==> src/rtl/fetch_stage_if.sv <==
// Fetch-stage bundle: instruction-memory request/response, ID-side control and IF/ID outputs.
// master = fetch stage, slave = memory/decoder environment.
interface fetch_stage_if;
    logic        imem_req;
    logic [31:0] imem_addr;
    logic        imem_rvalid;
    logic [31:0] imem_rdata;
    logic        id_stall;
    logic        redirect_valid;
    logic [31:0] redirect_pc;
    logic        sleep_req;
    logic        irq_pending;
    logic [31:0] if_inst;
    logic [31:0] if_pc;
    logic        if_valid;

    modport master (
        output imem_req, imem_addr, if_inst, if_pc, if_valid,
        input  imem_rvalid, imem_rdata, id_stall, redirect_valid, redirect_pc,
               sleep_req, irq_pending
    );

    modport slave (
        input  imem_req, imem_addr, if_inst, if_pc, if_valid,
        output imem_rvalid, imem_rdata, id_stall, redirect_valid, redirect_pc,
               sleep_req, irq_pending
    );
endinterface

==> src/rtl/fetch_stage.sv <==
// Instruction fetch: owns the PC, single-outstanding imem requests, IF/ID register, redirect and WFI sleep.
// Latency: request-to-IF/ID = memory latency + 1 cycle; one instruction per cycle with 1-cycle memory.
// Backpressure: id_stall holds IF/ID, a 1-entry skid absorbs the in-flight word. Optional: FETCH_PERF_EN.
module fetch_stage #(
    parameter logic [31:0] RESET_PC = 32'h0000_0000,
    parameter logic [31:0] NOP_INST = 32'h0000_0013
) (
    input  logic          clk,
    input  logic          rst,
    fetch_stage_if.master bus
`ifdef FETCH_PERF_EN
    ,
    output logic [31:0]   perf_bubble_cnt,
    output logic [31:0]   perf_sleep_cnt
`endif
);

    typedef enum logic [1:0] {FETCH, WAIT, DROP, SLEEP} state_t;

    state_t      state_q, state_d;
    logic [31:0] pc_q, pc_d;
    logic [31:0] req_pc_q;
    logic        skid_vld_q, skid_vld_d;
    logic [31:0] skid_inst_q, skid_pc_q;
    logic [31:0] if_inst_q, if_pc_q;
    logic        if_valid_q;
    logic        sleep_pend_q, sleep_pend_d;
    logic        resp, issue, load_skid;
    logic [31:0] redir_pc;

    always_comb begin
        redir_pc   = {bus.redirect_pc[31:2], 2'b00};
        resp       = (state_q == WAIT) && bus.imem_rvalid;
        skid_vld_d = skid_vld_q;
        load_skid  = 1'b0;
        if (bus.redirect_valid) begin
            skid_vld_d = 1'b0;
        end else if (resp && (bus.id_stall || skid_vld_q)) begin
            skid_vld_d = 1'b1;
            load_skid  = 1'b1;
        end else if (!bus.id_stall) begin
            skid_vld_d = 1'b0;
        end

        // Issue only if the word it will return has somewhere to land.
        issue = !rst && !bus.redirect_valid && !skid_vld_d &&
                ((state_q == FETCH) || resp);

        pc_d         = pc_q;
        state_d      = state_q;
        sleep_pend_d = sleep_pend_q;
        if (bus.redirect_valid) begin
            pc_d         = redir_pc;
            sleep_pend_d = bus.sleep_req;
            if (((state_q == WAIT) || (state_q == DROP)) && !bus.imem_rvalid)
                state_d = DROP;
            else
                state_d = bus.sleep_req ? SLEEP : FETCH;
        end else begin
            case (state_q)
                FETCH:   if (issue) state_d = WAIT;
                WAIT:    if (resp) state_d = issue ? WAIT : FETCH;
                DROP:    if (bus.imem_rvalid) state_d = sleep_pend_q ? SLEEP : FETCH;
                SLEEP:   if (bus.irq_pending) begin
                             state_d      = FETCH;
                             sleep_pend_d = 1'b0;
                         end
                default: state_d = FETCH;
            endcase
            if (issue) pc_d = pc_q + 32'd4;
        end
    end

    always_ff @(posedge clk) begin
        if (rst) begin
            state_q      <= FETCH;
            pc_q         <= RESET_PC;
            req_pc_q     <= RESET_PC;
            skid_vld_q   <= 1'b0;
            skid_inst_q  <= NOP_INST;
            skid_pc_q    <= 32'd0;
            if_inst_q    <= NOP_INST;
            if_pc_q      <= 32'd0;
            if_valid_q   <= 1'b0;
            sleep_pend_q <= 1'b0;
        end else begin
            state_q      <= state_d;
            pc_q         <= pc_d;
            sleep_pend_q <= sleep_pend_d;
            skid_vld_q   <= skid_vld_d;
            if (issue) req_pc_q <= pc_q;
            if (load_skid) begin
                skid_inst_q <= bus.imem_rdata;
                skid_pc_q   <= req_pc_q;
            end
            if (bus.redirect_valid) begin
                if_inst_q  <= NOP_INST;
                if_valid_q <= 1'b0;
            end else if (!bus.id_stall) begin
                if (skid_vld_q) begin
                    if_inst_q  <= skid_inst_q;
                    if_pc_q    <= skid_pc_q;
                    if_valid_q <= 1'b1;
                end else if (resp) begin
                    if_inst_q  <= bus.imem_rdata;
                    if_pc_q    <= req_pc_q;
                    if_valid_q <= 1'b1;
                end else begin
                    if_inst_q  <= NOP_INST;
                    if_valid_q <= 1'b0;
                end
            end
        end
    end

    assign bus.imem_req  = issue;
    assign bus.imem_addr = pc_q;
    assign bus.if_inst   = if_inst_q;
    assign bus.if_pc     = if_pc_q;
    assign bus.if_valid  = if_valid_q;

`ifdef FETCH_PERF_EN
    logic if_bubble;
    assign if_bubble = !bus.redirect_valid && !bus.id_stall && !skid_vld_q && !resp;

    always_ff @(posedge clk) begin
        if (rst) begin
            perf_bubble_cnt <= 32'd0;
            perf_sleep_cnt  <= 32'd0;
        end else begin
            if (if_bubble && (perf_bubble_cnt != 32'hFFFF_FFFF))
                perf_bubble_cnt <= perf_bubble_cnt + 32'd1;
            if ((state_q == SLEEP) && (perf_sleep_cnt != 32'hFFFF_FFFF))
                perf_sleep_cnt <= perf_sleep_cnt + 32'd1;
        end
    end
`endif

endmodule

==> src/flat_wrapper.sv <==
// flat-port wrapper written by rule: the top's interface ports become plain ports
module fetch_stage_flat 
#(
    parameter logic [31:0] RESET_PC = 32'h0000_0000,
    parameter logic [31:0] NOP_INST = 32'h0000_0013
)
  (clk, rst, bus_imem_req, bus_imem_addr, bus_if_inst, bus_if_pc, bus_if_valid, bus_imem_rvalid, bus_imem_rdata, bus_id_stall, bus_redirect_valid, bus_redirect_pc, bus_sleep_req, bus_irq_pending);
  fetch_stage_if bus_i ();
  input  logic clk;
  input  logic rst;
  output wire logic [$bits(bus_i.imem_req)-1:0] bus_imem_req;
  output wire logic [$bits(bus_i.imem_addr)-1:0] bus_imem_addr;
  output wire logic [$bits(bus_i.if_inst)-1:0] bus_if_inst;
  output wire logic [$bits(bus_i.if_pc)-1:0] bus_if_pc;
  output wire logic [$bits(bus_i.if_valid)-1:0] bus_if_valid;
  input wire logic [$bits(bus_i.imem_rvalid)-1:0] bus_imem_rvalid;
  input wire logic [$bits(bus_i.imem_rdata)-1:0] bus_imem_rdata;
  input wire logic [$bits(bus_i.id_stall)-1:0] bus_id_stall;
  input wire logic [$bits(bus_i.redirect_valid)-1:0] bus_redirect_valid;
  input wire logic [$bits(bus_i.redirect_pc)-1:0] bus_redirect_pc;
  input wire logic [$bits(bus_i.sleep_req)-1:0] bus_sleep_req;
  input wire logic [$bits(bus_i.irq_pending)-1:0] bus_irq_pending;
  assign bus_imem_req = bus_i.imem_req;
  assign bus_imem_addr = bus_i.imem_addr;
  assign bus_if_inst = bus_i.if_inst;
  assign bus_if_pc = bus_i.if_pc;
  assign bus_if_valid = bus_i.if_valid;
  assign bus_i.imem_rvalid = bus_imem_rvalid;
  assign bus_i.imem_rdata = bus_imem_rdata;
  assign bus_i.id_stall = bus_id_stall;
  assign bus_i.redirect_valid = bus_redirect_valid;
  assign bus_i.redirect_pc = bus_redirect_pc;
  assign bus_i.sleep_req = bus_sleep_req;
  assign bus_i.irq_pending = bus_irq_pending;
  fetch_stage #(.RESET_PC(RESET_PC), .NOP_INST(NOP_INST)) u_core (.clk(clk), .rst(rst), .bus(bus_i));
endmodule
==> config.mk <==
export PLATFORM = sky130hd
export DESIGN_NAME = fetch_stage_flat
export DESIGN_NICKNAME = d
export VERILOG_FILES = /design/src/rtl/fetch_stage_if.sv /design/src/rtl/fetch_stage.sv /design/src/flat_wrapper.sv
export SDC_FILE = /design/constraint.sdc
export NUM_CORES = 1
export LEC_CHECK = 0
export ABC_AREA = 1
export CORE_MARGIN = 2
export CORE_UTILIZATION = 47
export DETAILED_ROUTE_END_ITERATION = 8
export HOLD_SLACK_MARGIN = 0.06
export PLACE_DENSITY = 0.74
export SLEW_MARGIN = 30
export SYNTH_ARGS = -nofsm -noshare
export SYNTH_HDL_FRONTEND = slang
export SYNTH_SLANG_ARGS = --single-unit
==> constraint.sdc <==
create_clock -name clk -period 3.7 [get_ports clk]
set_clock_uncertainty 0.15 [all_clocks]
set_input_delay 0.37 -clock clk [delete_from_list [all_inputs] [get_ports clk]]
set_output_delay 0.37 -clock clk [all_outputs]
set_load 0.005 [all_outputs]
; ---- After elaboration in Yosys (flattened, before gate mapping)
; Cells that the tools add are included.
[word_totals]
regBits = 197
wordCells = 69
output_inout_bits = 98
[op_classes]
bitwise = 2
add_sub_neg = 1
muxes = 26
eq_ne = 7
reduce_logical = 22
[op_table]
columns = op, n
row1 = two-way mux 32 bit, 6
row2 = "adder 32 x 3 -> 32 bit, second input constant", 1
row3 = two-way mux 2 bit, 8
row4 = two-way mux 1 bit, 11
row5 = "!= test 3 bit, second input constant", 3
row6 = case mux 2 bit (4 select lines), 1
row7 = nonzero test 2 bit, 4
row8 = logical AND 1 bit, 6
row9 = "equality test 2 bit, second input constant", 2
row10 = logical NOT 1 bit, 4
row11 = AND reduction 4 bit, 1
row12 = logical OR 1 bit, 3
row13 = "!= test 3 x 2 -> 1 bit, second input constant", 1
row14 = AND reduction 3 bit, 1
row15 = "equality test 2 x 1 -> 1 bit, second input constant", 1
row16 = logical NOT 2 bit, 1
row17 = inverter 1 bit, 2
row18 = AND reduction 2 bit, 1
row19 = OR reduction 2 bit, 1

; ---- Logic depth before layout (Yosys ltp)
; Gate-level depths: netlist (run 1).
[depth]
ltp_word = 12
depth_mapped = 13
ltp_nobuf = 12

; ---- Worst setup path before layout (run 1)
; OpenSTA, ideal clock, no wires.
[synth_path]
path_type = flip-flop to output port
from = reg u_core.state_q[1]
to = out bus_imem_req
setup_slack_ps = 1892
t_required_ps = 3180
t_arrival_ps = 1288
stages_incl_launch_ff = 9
cell_sequence = dfxtp_1 > inv_1 > ha_1 > nand2_1 > nor2_2 > nand2_4 > nand4_4 > inv_2 > buf_2
[synth_via]
elab_chain_cells = 8
word_cells_on_any_way = 10
cone_classes = eq/ne: 1 / mux: 2 / reduce/logical: 7
[synth_lines]
columns = element, line
row1 = "start, declared", fetch_stage.sv:20  ; state_t state_q, state_d;
row2 = "start signal, assigned", fetch_stage.sv:87  ; state_q <= state_d;
row3 = equality test 2 x 1 -> 1 bit, fetch_stage.sv:33  ; resp = (state_q == WAIT) && bus.imem_rvalid;
row4 = logical AND 1 bit, fetch_stage.sv:33
row5 = logical AND 1 bit, fetch_stage.sv:38  ; end else if (resp && (bus.id_stall || skid_vld_q)) begin
row6 = two-way mux 1 bit, fetch_stage.sv:38
row7 = two-way mux 1 bit, fetch_stage.sv:36  ; if (bus.redirect_valid) begin
row8 = logical NOT 1 bit, fetch_stage.sv:46  ; issue = !rst && !bus.redirect_valid && !skid_vld_d &&
row9 = logical AND 1 bit, fetch_stage.sv:46
row10 = logical AND 1 bit *, fetch_stage.sv:46
row11 = "end, declared", flat_wrapper.sv:11  ; output wire logic [$bits(bus_i.imem_req)-1:0] bus_imem_req;
; Mark *: on every way between the ends. The rest lies on a longest branch, timed or not.

; ---- Worst setup path in the final report (run 1)
; Same ends and word-level chain as after synthesis.

==> flow_metrics.tcl, run 1 <==
set metrics [dict create \
    hold_depth 2 \
    yosys-top-cells-count "nand2_1, dfxtp_1, o21ai_0, nor2_1, a21oi_1" \
    cts_resized 0 \
    timing.setup.tns_ps 0 \
    finalSetupViolations 0 \
    reg2reg_depth 8 \
    slew-limit-headroom_pct 52.0 \
    drc 0 \
    area_growth_pct 27.2 \
    clk_pin_slew_worst_paths_ps 70 \
    synth_cell_type_count 35 \
    period_share_pct 75.1 \
    start_util_pct 48.1 \
    core_um2 17300 \
    status "finished, final reports clean" \
    core.rowCount 48 \
    synth_cells 1169 \
    critPathRequiredTime_ps 3180 \
    total_power_w 0.00457 \
    syn_area_um2 8330 \
    yosys.area.top_type "dfxtp_1" \
    synth-edff-count 0 \
    antenna_cells 0 \
    track_usage_pct 24.9 \
    grt_pass1_vias 7555 \
    powerDensity_nw_per_um2 431 \
    crit_family "buffers and inverters" \
    finalNetCount 1364 \
    cts_tree "built" \
    async_flop_share_pct 0 \
    antenna_left 0 \
    slowest_stage "clkdlybuf4s50_1" \
    dp_hpwl_mm 15.0 \
    io_buffers 162 \
    path_depth 8 \
    hold_violations 0 \
    drt-pass1-iter-count 5 \
    min_path_type "reg2reg" \
    wl_per_cell_um 15.1 \
    drtIter0Drc 634 \
    numClockSinks 189 \
    postLayoutCoreUtil_pct 61.2 \
    post_cts_buffers 0 \
    synth_top_cell_area_share_pct 45.4 \
    ctsHoldBuffers 0 \
    synth-main-ff-cell "dfxtp_1" \
    worstPathCellList "inv_1 > ha_1 > nand2_1 > nor2_2 > nand2_4 > nand4_4 > inv_2 > clkdlybuf4s50_1" \
    wl_mm 23.0 \
    ys_ff_latch 189 \
    cts-root-buf "clkbuf_16" \
    grt_max_degree 74 \
    vias 8146 \
    period_minus_slack_ps 2780 \
    die-area_um2 18800 \
    yosysWarnings 0 \
    p_leak_nw 3.87 \
    antenna_found_initial 0 \
    final-max-slew-violation-count 0 \
    h-tree-depth 4 \
    critPathKind "reg2out" \
    cts_buffer_depth 2 \
    synth.area.top_cells "dfxtp_1, nand2_1, o21ai_0, a21oi_1, nor2_1" \
    ys_seq_area_share_pct 45.4 \
    cp-start-kind "flip-flop" \
    design_area_um2 10600 \
    synth.avg_cell_area_um2 7.12 \
    maxCapViolCount 0 \
    overflow 0 \
    fillCellCount 1619 \
    die_y_um 137 \
    cp_max_fo 13 \
    cp.arrival_ps 2260 \
    drive_gt1_share_pct 5.92 \
    dieWidth_um 137 \
    io_pins 169 \
    path_buf_inv 3 \
    dpl_cell_area_um2 10000 \
    critPathMaxStageDelay_ps 500 \
    post-synth-top-count-cell "nand2_1" \
    critPathCaptureType "output port" \
    gp_congestion 0.905 \
    vias_per_cell 5.34 \
    rsz0062_at_grt "no" \
    grt_pass1_wl_mm 37.2 \
    clk_latency_ps 430 \
    numCtsBuffers 17 \
    worst_slew_pin_slew_ps 719 \
    max_freq_mhz 360 \
    irDropWorstVdd_mv 0.349 \
]
==> logic make-up after synthesis <==
logic type	synth area share (%)
compound gates	21.3
fa+ha+maj	0.751
flops	45.4
xor+xnor	0.736
simple gates	23.7
buf+inv	8.07
other cells	0.0450
==> state kept, by name, indices dropped and copies added (netlist names) <==
name                  flops
u_core.bus.if_inst       32
u_core.bus.if_pc         30
u_core.bus.if_valid       1
u_core.bus.imem_addr     30
u_core.req_pc_q          30
u_core.skid_inst_q       32
u_core.skid_pc_q         30
u_core.skid_vld_q         1
u_core.sleep_pend_q       1
u_core.state_q            2
==> metal layers <==
layer / track usage, % / wire [um] / vias to the layer above
met4: 10.5 / 633 / 0
met1: 35.0 / 10700 / 3702
met5: 0 / 0 / -
met3: 4.26 / 1490 / 47
met2: 37.7 / 10200 / 293
li1: - / - / 4104
==> cell type report <==
| type | count | area (um^2) | share of cell area [%] |
|---|---|---|---|
| inverter | 72 | 272 | 2.56 |
| clock inverter | 15 | 150 | 1.42 |
| sequential | 189 | 3780 | 35.7 |
| timing repair buffer | 180 | 1790 | 16.9 |
| tap | 225 | 282 | 2.66 |
| multi-input combinational | 828 | 3880 | 36.7 |
| clock buffer | 17 | 425 | 4.02 |
==> cells in the final DEF, fill, tap and decap left out, types with 8 or more instances in the layout <==
cell type        instances
nor2_1                 141
clkdlybuf4s50_1        162
inv_2                    8
nand2_1                228
dfxtp_1                188
a21oi_1                135
inv_1                   63
o21ai_0                162
nand3_1                 66
clkbuf_16               17
buf_4                   15
a31oi_1                 37
==> per-stage QoR <==
step	setup slack [ps]	hold slack, ps	instances
6_report	923	314	1526
5_1_grt	775	335	1526
4_1_cts	898	317	1526
3_5_place_dp	1050	306	1494
2_1_floorplan	1890	293	1172
3_3_place_gp	1050	301	1494
==> path summary, 6_finish.rpt <==
check,from,endpoint,slack [ps]
setup / recovery,u_core.state_q[1],bus_imem_req,920
hold / removal,u_core.skid_pc_q[3],u_core.bus.if_pc[3],310
setup reg to reg,u_core.skid_vld_q,u_core.bus.if_pc[25],1320
hold reg to reg,u_core.skid_pc_q[3],u_core.bus.if_pc[3],310
==> report_power, final <==
part           total (W)  internal, W  switching (W)
clock network    0.00177     0.000898       0.000870
registers        0.00223      0.00213      0.0000927
logic           0.000572     0.000266       0.000306
==> tightest hold or removal path: stages (launching register included) <==
cell,delay (ps)
dfxtp_1,310
nand2_1,50
a31oi_1,70
(Power assumes the default switching activity.)
==> run 2, diff against run 1 <==
clock period = 2.9 ns   (was 3.7 ns; I/O delays follow)
==> run 2 against run 1 <==
Largest cell class unchanged. First-iteration DRC count increased by 12%. Highest routed layer unchanged. Worst setup slack got worse by 660 ps. Die area unchanged. Clock-buffer cell count increased by 1. Critical endpoint unchanged.
==> flow_metrics.tcl, run 2 (synthesis gave the netlist of run 1 again) <==
set metrics [dict create \
    cts_resized 0 \
    met2_length_mm 10.5 \
    io_buffers 162 \
    drtIter0Drc 708 \
    final_cell_mix "nand2_1, dfxtp_1, o21ai_0, clkdlybuf4s50_1, nor2_1" \
    io_pins 169 \
    drt-pass1-iter-count 5 \
    clk_pin_slew_worst_paths_ps 70 \
    dieWidth_um 137 \
    design_area_um2 10700 \
    dr_wl_met3_mm 1.67 \
    ctsHoldBuffers 0 \
    m1WireLength_mm 10.6 \
    cts_tree "built" \
    dpl_cell_area_um2 10000 \
    critPathKind "reg2out" \
    wl_mm 23.2 \
    critPathMaxStageDelay_ps 500 \
    critPathRequiredTime_ps 2460 \
    worstPathCellList "inv_1 > ha_1 > nand2_1 > nor2_2 > nand2_4 > nand4_4 > inv_2 > clkdlybuf4s50_1" \
    postLayoutCoreUtil_pct 61.7 \
    topRoutingLayerUsed "met4" \
    numClockSinks 189 \
    crit_family "buffers and inverters" \
    rsz0062_at_grt "no" \
    cp_max_fo 11 \
    cp.arrival_ps 2190 \
    worst_slew_pin_slew_ps 737 \
    drive_gt1_share_pct 6.21 \
    total_power_w 0.00611 \
    p_leak_nw 3.92 \
    gp_congestion 0.890 \
    min_path_type "in2reg" \
    core_um2 17300 \
    critPathCapture "bus_imem_req" \
    path_buf_inv 3 \
    layout_commonest_cell "nand2_1" \
    irDropWorstVdd_mv 0.419 \
    dp_hpwl_mm 15.3 \
    slowest_stage "clkdlybuf4s50_1" \
    dp.cells 1498 \
    die_y_um 137 \
    post_cts_buffers 0 \
    cts_buffer_depth 2 \
    path_depth 8 \
    start_util_pct 48.1 \
    drc 0 \
    finalNetCount 1368 \
    vias_per_cell 5.32 \
    status "finished, final reports clean" \
    critPathCaptureType "output port" \
    rrSetupSlack_ps 690 \
    h-tree-depth 4 \
    core.rowCount 48 \
    slew-limit-headroom_pct 50.8 \
    final-max-slew-violation-count 0 \
    max_freq_mhz 380 \
    grt_pass1_vias 7356 \
    r2r-start "u_core.state_q[1]" \
    antenna_left 0 \
    clk_latency_ps 430 \
    powerDensity_nw_per_um2 572 \
    hold_violations 0 \
    cp-start-kind "flip-flop" \
    track_usage_pct 24.5 \
    grt_pass1_wl_mm 36.6 \
    reg2reg_depth 9 \
    numCtsBuffers 17 \
    timing.setup.tns_ps 0 \
    period_minus_slack_ps 2630 \
    maxCapViolCount 0 \
    antenna_cells 0 \
    area_growth_pct 28.2 \
    crit_start "u_core.state_q[1]" \
    period_share_pct 90.8 \
    finalSetupViolations 0 \
    die-area_um2 18800 \
    cts-root-buf "clkbuf_16" \
    r2r-end "u_core.bus.imem_addr[7]" \
    grt_max_degree 63 \
    wl_per_cell_um 15.1 \
    antenna_found_initial 0 \
    vias 8139 \
    stdcell_count 1530 \
    overflow 0 \
]
[run 2: changes by cell type in the layout (fill, tap and decap cells not counted), sizes merged]
cell / change
buf: +4
bufinv: +4
inv: -4
clkbuf: +1
clkinv: -1
[run 2: area by class of cell]
type | instances | area (um^2)
clock buffer | 18 | 439
sequential | 189 | 3780
inverter | 72 | 272
timing repair buffer | 184 | 1810
tap | 225 | 282
fill | 1604 | 6620
clock inverter | 14 | 208
multi-input combinational | 828 | 3880
[run 2: worst min-delay path by stage]
stage                          from                      end  slack (ps)  cells after the start
2_1_floorplan     bus_imem_rdata[0]    u_core.skid_inst_q[0]         250                      2
3_3_place_gp    u_core.skid_pc_q[5]      u_core.bus.if_pc[5]         300                      2
3_5_place_dp   u_core.skid_pc_q[10]     u_core.bus.if_pc[10]         310                      2
4_1_cts          bus_redirect_pc[4]  u_core.bus.imem_addr[4]         280                      3
5_1_grt          bus_redirect_pc[4]  u_core.bus.imem_addr[4]         290                      3
6_report         bus_redirect_pc[4]  u_core.bus.imem_addr[4]         290                      3
[run 2: power by group]
group	switching (W)	internal (W)	leakage (nW)	total [W]
combinational	0.000394	0.000342	2.07	0.000736
sequential	0.000117	0.00272	1.54	0.00284
clock	0.00105	0.00148	0.307	0.00253
[run 2: routing by layer]
layer | global-route usage, % | up-vias
met5 | 0 | -
met1 | 34.5 | 3692
li1 | - | 4116
met4 | 8.65 | 0
met2 | 37.8 | 291
met3 | 4.41 | 40
[run 2: metrics by stage]
stage	setup WS, ps	hold WS (ps)
final	266	290
after global routing	140	294
after CTS	234	280
after detailed placement	464	306
after global placement	488	300
after floorplan	1120	253
[run 2: worst reg2reg max path, delay by kind of cell (launching register included)]
kind / cells / cell delay (ps)
fa+ha+maj: 1 / 210
flops: 1 / 380
compound gates: 2 / 260
simple gates: 4 / 580
buf+inv: 2 / 510
==> run 3, diff against run 2 <==
SETUP_SLACK_MARGIN = 0.02   (was not set)
==> results of run 3 <==
Final layout, timing and power as in run 2 (identical DEF).
